$ cat config.mk
export PLATFORM = sky130hd
export DESIGN_NAME = mips_imem_loader_flat
export DESIGN_NICKNAME = d
export VERILOG_FILES = /design/src/rtl/mips_imem_loader_if.sv /design/src/rtl/mips_imem_loader.sv /design/src/flat_wrapper.sv
export SDC_FILE = /design/constraint.sdc
export NUM_CORES = 1
export LEC_CHECK = 0
export BUFFER_PORTS_ARGS = -buffer_cell sky130_fd_sc_hd__buf_2
export CORE_ASPECT_RATIO = 0.7
export CORE_MARGIN = 2
export CORE_UTILIZATION = 56
export DETAILED_ROUTE_END_ITERATION = 6
export PLACE_DENSITY_LB_ADDON = 0.25
export SLEW_MARGIN = 10
export SYNTH_ARGS = -nofsm -noshare
export SYNTH_HDL_FRONTEND = slang
export SYNTH_SLANG_ARGS = --single-unit
$ cat constraint.sdc
create_clock -name clk_i -period 2.85 [get_ports clk_i]
set_input_delay 0.4275 -clock clk_i [delete_from_list [all_inputs] [get_ports clk_i]]
set_output_delay 0.4275 -clock clk_i [all_outputs]
set_load 0.1 [all_outputs]
$ cat src/rtl/mips_imem_loader_if.sv
// Byte-stream handshake between a program source (UART receiver or bench) and the loader.
//
// Signals:
//   byte_valid  source -> loader  byte_data holds a valid program byte
//   byte_data   source -> loader  program byte, most-significant byte of each word first
//   byte_ready  loader -> source  loader takes the offered byte on this rising edge
//
// Modports:
//   master  the byte source
//   slave   the loader
interface mips_imem_loader_if;
  logic       byte_valid;
  logic [7:0] byte_data;
  logic       byte_ready;

  modport master (
    output byte_valid,
    output byte_data,
    input  byte_ready
  );

  modport slave (
    input  byte_valid,
    input  byte_data,
    output byte_ready
  );
endinterface

$ cat src/rtl/mips_imem_loader.sv
// Boot-time program loader for the single-cycle MIPS core.
//
// Receives a program as a byte stream, assembles big-endian 32-bit instruction words and writes
// each one into instruction memory. The core is held in reset until the whole program has been
// written, then released.
//
// Parameters:
//   ADDR_WIDTH    instruction-memory word-address width (depth 2**ADDR_WIDTH words)
//
// Ports:
//   clk_i         system clock, all state updates on the rising edge
//   rst_i         synchronous, active-high reset
//   start_i       single-cycle load request, honoured only in IDLE and DONE
//   word_count_i  number of words to load, sampled with an accepted start
//   bus           byte-stream handshake (slave side)
//   imem_we_o     instruction-memory write enable, one cycle per word
//   imem_addr_o   word address of the write
//   imem_wdata_o  assembled instruction word
//   cpu_reset_o   active-high reset to the MIPS core
//   busy_o        load in progress
//   done_o        program loaded, core running
//   checksum_o    sum modulo 2**32 of all words written in the current load
module mips_imem_loader #(
  parameter int unsigned ADDR_WIDTH = 6
) (
  input  logic                  clk_i,
  input  logic                  rst_i,
  input  logic                  start_i,
  input  logic [ADDR_WIDTH:0]   word_count_i,
  mips_imem_loader_if.slave     bus,
  output logic                  imem_we_o,
  output logic [ADDR_WIDTH-1:0] imem_addr_o,
  output logic [31:0]           imem_wdata_o,
  output logic                  cpu_reset_o,
  output logic                  busy_o,
  output logic                  done_o,
  output logic [31:0]           checksum_o
);

  localparam int unsigned Depth = 2 ** ADDR_WIDTH;
  localparam logic [ADDR_WIDTH:0] MaxCount = (ADDR_WIDTH + 1)'(Depth);

  typedef enum logic [1:0] {
    StIdle,
    StLoad,
    StWrite,
    StDone
  } state_e;

  state_e                state_q, state_d;
  logic [ADDR_WIDTH:0]   count_q, count_d;
  logic [ADDR_WIDTH-1:0] addr_q, addr_d;
  logic [31:0]           wdata_q, wdata_d;
  logic [31:0]           cksum_q, cksum_d;
  logic [1:0]            bcnt_q, bcnt_d;

  logic                  byte_ready;
  logic                  byte_fire;
  logic                  start_accept;
  logic                  last_word;
  logic [ADDR_WIDTH:0]   count_sat;

  assign byte_fire    = bus.byte_valid && byte_ready;
  assign start_accept = start_i && ((state_q == StIdle) || (state_q == StDone));
  assign count_sat    = (word_count_i > MaxCount) ? MaxCount : word_count_i;
  // count_q is never zero while in WRITE, so count_q - 1 is the last word address.
  assign last_word    = ({1'b0, addr_q} == (count_q - (ADDR_WIDTH + 1)'(1)));

  // State register
  always_ff @(posedge clk_i) begin
    if (rst_i) begin
      state_q <= StIdle;
    end else begin
      state_q <= state_d;
    end
  end

  // Next-state logic
  always_comb begin
    state_d = state_q;
    unique case (state_q)
      StIdle, StDone: begin
        if (start_i) begin
          state_d = (word_count_i == '0) ? StDone : StLoad;
        end
      end
      StLoad: begin
        if (byte_fire && (bcnt_q == 2'd3)) begin
          state_d = StWrite;
        end
      end
      StWrite: begin
        state_d = last_word ? StDone : StLoad;
      end
      default: state_d = StIdle;
    endcase
  end

  // Outputs decoded from the registered state only
  always_comb begin
    byte_ready  = 1'b0;
    imem_we_o   = 1'b0;
    cpu_reset_o = 1'b1;
    busy_o      = 1'b0;
    done_o      = 1'b0;
    unique case (state_q)
      StIdle: ;
      StLoad: begin
        byte_ready = 1'b1;
        busy_o     = 1'b1;
      end
      StWrite: begin
        imem_we_o = 1'b1;
        busy_o    = 1'b1;
      end
      StDone: begin
        cpu_reset_o = 1'b0;
        done_o      = 1'b1;
      end
      default: ;
    endcase
  end

  // Datapath next-state
  always_comb begin
    count_d = count_q;
    addr_d  = addr_q;
    wdata_d = wdata_q;
    cksum_d = cksum_q;
    bcnt_d  = bcnt_q;
    if (start_accept) begin
      count_d = count_sat;
      addr_d  = '0;
      bcnt_d  = '0;
      cksum_d = '0;
    end
    if ((state_q == StLoad) && byte_fire) begin
      wdata_d = {wdata_q[23:0], bus.byte_data};
      bcnt_d  = bcnt_q + 2'd1;
    end
    if (state_q == StWrite) begin
      cksum_d = cksum_q + wdata_q;
      // Address stays on the last written word once the load completes.
      if (!last_word) begin
        addr_d = addr_q + 1'b1;
      end
    end
  end

  always_ff @(posedge clk_i) begin
    if (rst_i) begin
      count_q <= '0;
      addr_q  <= '0;
      wdata_q <= '0;
      cksum_q <= '0;
      bcnt_q  <= '0;
    end else begin
      count_q <= count_d;
      addr_q  <= addr_d;
      wdata_q <= wdata_d;
      cksum_q <= cksum_d;
      bcnt_q  <= bcnt_d;
    end
  end

  assign bus.byte_ready = byte_ready;
  assign imem_addr_o    = addr_q;
  assign imem_wdata_o   = wdata_q;
  assign checksum_o     = cksum_q;

endmodule

$ cat src/flat_wrapper.sv
// flat-port wrapper written by rule: the top's interface ports become plain ports
module mips_imem_loader_flat 
#(
  parameter int unsigned ADDR_WIDTH = 6
)
  (clk_i, rst_i, start_i, word_count_i, imem_we_o, imem_addr_o, imem_wdata_o, cpu_reset_o, busy_o, done_o, checksum_o, bus_byte_valid, bus_byte_data, bus_byte_ready);
  mips_imem_loader_if bus_i ();
  input  logic clk_i;
  input  logic rst_i;
  input  logic start_i;
  input  logic [ADDR_WIDTH:0] word_count_i;
  output logic imem_we_o;
  output logic [ADDR_WIDTH-1:0] imem_addr_o;
  output logic [31:0] imem_wdata_o;
  output logic cpu_reset_o;
  output logic busy_o;
  output logic done_o;
  output logic [31:0] checksum_o;
  input wire logic [$bits(bus_i.byte_valid)-1:0] bus_byte_valid;
  input wire logic [$bits(bus_i.byte_data)-1:0] bus_byte_data;
  output wire logic [$bits(bus_i.byte_ready)-1:0] bus_byte_ready;
  assign bus_i.byte_valid = bus_byte_valid;
  assign bus_i.byte_data = bus_byte_data;
  assign bus_byte_ready = bus_i.byte_ready;
  mips_imem_loader #(.ADDR_WIDTH(ADDR_WIDTH)) u_core (.clk_i(clk_i), .rst_i(rst_i), .start_i(start_i), .word_count_i(word_count_i), .bus(bus_i), .imem_we_o(imem_we_o), .imem_addr_o(imem_addr_o), .imem_wdata_o(imem_wdata_o), .cpu_reset_o(cpu_reset_o), .busy_o(busy_o), .done_o(done_o), .checksum_o(checksum_o));
endmodule
==> results_dict.tcl <==
set metrics [dict create \
    status "complete, no violations" \
    max_stage_delay_ns 0.40 \
    async_reset_ff_share_pct 0 \
    synth.avg_cell_area_um2 7.902 \
    num_antenna_cells 0 \
    grt_max_degree 54 \
    via_count 4968 \
    endpoint_kind "flip-flop" \
    place_ws_ns 0.06151 \
    crit_type "flip-flop to flip-flop" \
    grt_pass1_wl_um 22290 \
    period_share_pct 96.16 \
    cts_sinks 81 \
    portBuffers 93 \
    fin_skew_ns 0.006683 \
    cts_tree "done" \
    worstHoldPathType "input pin to flip-flop" \
    slew_headroom_pct 59.00 \
    final-setup-viol-count 0 \
    finalCoreUtilization_pct 69.54 \
    power_density_nw_per_um2 597.8 \
    cts.htree.levels 3 \
    cp_data_required_time_ns 3.12 \
    clkTransAtPathRegs_ns 0.06 \
    fin_crit_ns 2.741 \
    coreArea_um2 8408 \
    fmaxAchievable_mhz 364.9 \
    drive_above_1_share_pct 27.55 \
    slowest_stage "fa_1" \
    ys_seq_elements 81 \
    setup_ws_ns 0.1094 \
    cts-root-buf "clkbuf_16" \
    start_kind "flip-flop" \
    syn2layout_area_growth_pct 21.50 \
    cts_buffers 9 \
    path_cells "ha_2 > inv_1 > fa_1 > nor2b_2 > o31a_1 > o21ai_2 > a21oi_2 > o21ai_4 > o31ai_4 > a211oi_4 > a2111o_1 > o211ai_1" \
    ys_types 69 \
    grt_antenna_before_repair 0 \
    vdd_drop_max_mv 0.3890 \
    pin_count 94 \
    critPathBufInv 1 \
    drt_pre_antenna_iters 5 \
    wl_um 14260 \
    hold_violations 0 \
    cts_hold_buf 0 \
    cts_buffer_depth 2 \
    yosys_warnings 0 \
    nNetsFinal 768 \
    synth_edf_count 0 \
    wl_per_cell_um 17.39 \
    hpwl_um 10160 \
    drt_iter0_markers 527 \
    dieArea_um2 9362 \
    place.gp.congestion 0.9948 \
    grt_pass1_vias 4390 \
    cp_top_family "compound AO/OA/AOI/OAI gates" \
    rows 28 \
    final_antenna_net_count 0 \
    syn_nets 667 \
    routed_via_density 6.059 \
    maxCapViolCount 0 \
    finalMaxSlewViolations 0 \
    grt.total_usage_pct 30.50 \
    worst-path-max-fanout 5 \
    syn_area_um2 4812 \
    die_width_um 114.8 \
    die_h_um 81.56 \
    drc_errors 0 \
    worst_pin_slew_ns 0.6135 \
    overflow 0 \
    start_util_pct 57.23 \
    worstPathArrival_ns 3.01 \
    synth_cells 609 \
    yosysSeqAreaShare_pct 33.70 \
    synth_ff_type "dfxtp_1" \
    tns_ns 0 \
    clk_latency_ns 0.34 \
    power.leakage_uw 0.002665 \
]
==> per-stage QoR <==
stage          instance area [µm²]  total power (µW)  hold WS, ns  instances
6_report                      5847              3495       0.3164        820
3_3_place_gp                  5500              2369       0.4473        799
3_5_place_dp                  5500              2396       0.4613        799
5_1_grt                       5847              3634       0.3332        820
2_1_floorplan                 4868              2140       0.4398        609
4_1_cts                       5801              3489       0.3068        817
==> path summary, 6_finish.rpt <==
path	start	endpoint	slack, ns	cells after the start
max	u_core.imem_wdata_o[0]	u_core.checksum_o[28]	0.11	12
min	bus_byte_data[4]	u_core.imem_wdata_o[4]	0.32	3
max reg2reg	u_core.imem_wdata_o[0]	u_core.checksum_o[28]	0.11	12
min reg2reg	u_core.checksum_o[22]	u_core.checksum_o[22]	0.47	2
==> layout make-up <==
| class | count | area (µm²) |
|---|---|---|
| repair buffers | 116 | 638.1 |
| inverters | 18 | 67.56 |
| clock buffers | 11 | 242.7 |
| multi-input cells | 484 | 3049 |
| clock inverters | 5 | 40.04 |
| well taps | 105 | 131.4 |
| flip-flops and latches | 81 | 1678 |
| fillers | 721 | 2561 |
==> layout by cell type (no fill, tap or decap), types with 13 or more instances in the layout <==
| master | n |
|---|---|
| nand3_1 | 14 |
| xor2_1 | 15 |
| nor2_1 | 44 |
| buf_2 | 93 |
| nand2_1 | 112 |
| a21oi_1 | 82 |
| o21ai_0 | 17 |
| and3_1 | 13 |
| dfxtp_1 | 40 |
| ha_1 | 37 |
| dfxtp_2 | 39 |
| buf_4 | 23 |
| inv_1 | 18 |
==> synth_stat cells, types with 2 or more instances <==
cell type	count	area [µm²]
nor2b_1	2	12.51
buf_1	2	7.510
xnor2_1	11	96.34
nor3b_1	4	30.03
and3_1	13	81.33
inv_1	18	67.56
mux2i_1	3	30.03
o21bai_1	5	37.54
nor3_1	12	60.06
or3_1	3	18.77
o21ai_1	9	45.04
a211oi_1	6	45.04
ha_1	38	475.5
o31a_1	3	26.28
and3_2	2	15.01
a21oi_1	83	415.4
xor2_1	15	131.4
o211ai_1	2	15.01
o21a_1	7	52.55
nand4_1	2	12.51
dfxtp_1	81	1622
and2_1	3	18.77
buf_2	3	15.01
a31oi_1	10	62.56
nand3_1	14	70.07
nand2b_1	3	18.77
o2111ai_2	2	30.03
nand3b_1	7	52.55
nand2_1	112	420.4
a311oi_1	2	17.52
a22o_1	3	26.28
a21o_1	10	75.07
o21ai_0	19	95.09
clkbuf_1	20	75.07
o31ai_1	3	22.52
nor2_1	44	165.2
==> logic make-up after synthesis <==
kind of cell    after synthesis  share of synthesized area, %
compound gates              183                         24.60
xor+xnor                     26                         4.732
fa+ha+maj                    39                         10.30
buf+inv                      44                         3.588
flops                        81                         33.70
mux                           5                         1.092
simple gates                231                         22.00
==> worst min-delay path, cell delays in order <==
cell     delay, ns
buf_2         0.09
nand2_1       0.04
a21oi_1       0.05
==> power breakdown <==
group / leakage (µW) / internal, µW / switching (µW)
sequential: 0.000676 / 1190 / 73.7
combinational: 0.00186 / 261 / 865
clock: 0.000128 / 619 / 482
total: 0.00266 / 2070 / 1420
==> state kept, by name, summed over array words and instances, names as in the netlist <==
name                 flops
u_core.checksum_o       32
u_core.imem_wdata_o     32
u_core.imem_addr_o       6
u_core.state_q           2
u_core.bcnt_q            2
u_core.count_q           7
==> timing repair <==
action / in CTS / in global routing
endpoints found under the setup margin: 1 / 8
pin swaps: 4 / 4
resized for setup: 2 / 6
setup buffers: 2 / 3
==> per-layer routing <==
layer / vias to the layer above / share of wire (%) / global-route usage (%)
li1: 2366 / - / -
met1: 2335 / 46 / 43.56
met2: 244 / 43 / 45.27
met3: 23 / 10 / 8.708
met4: 0 / 1.1 / 7.952
met5: - / 0 / 0
(Power assumes the default switching activity.)
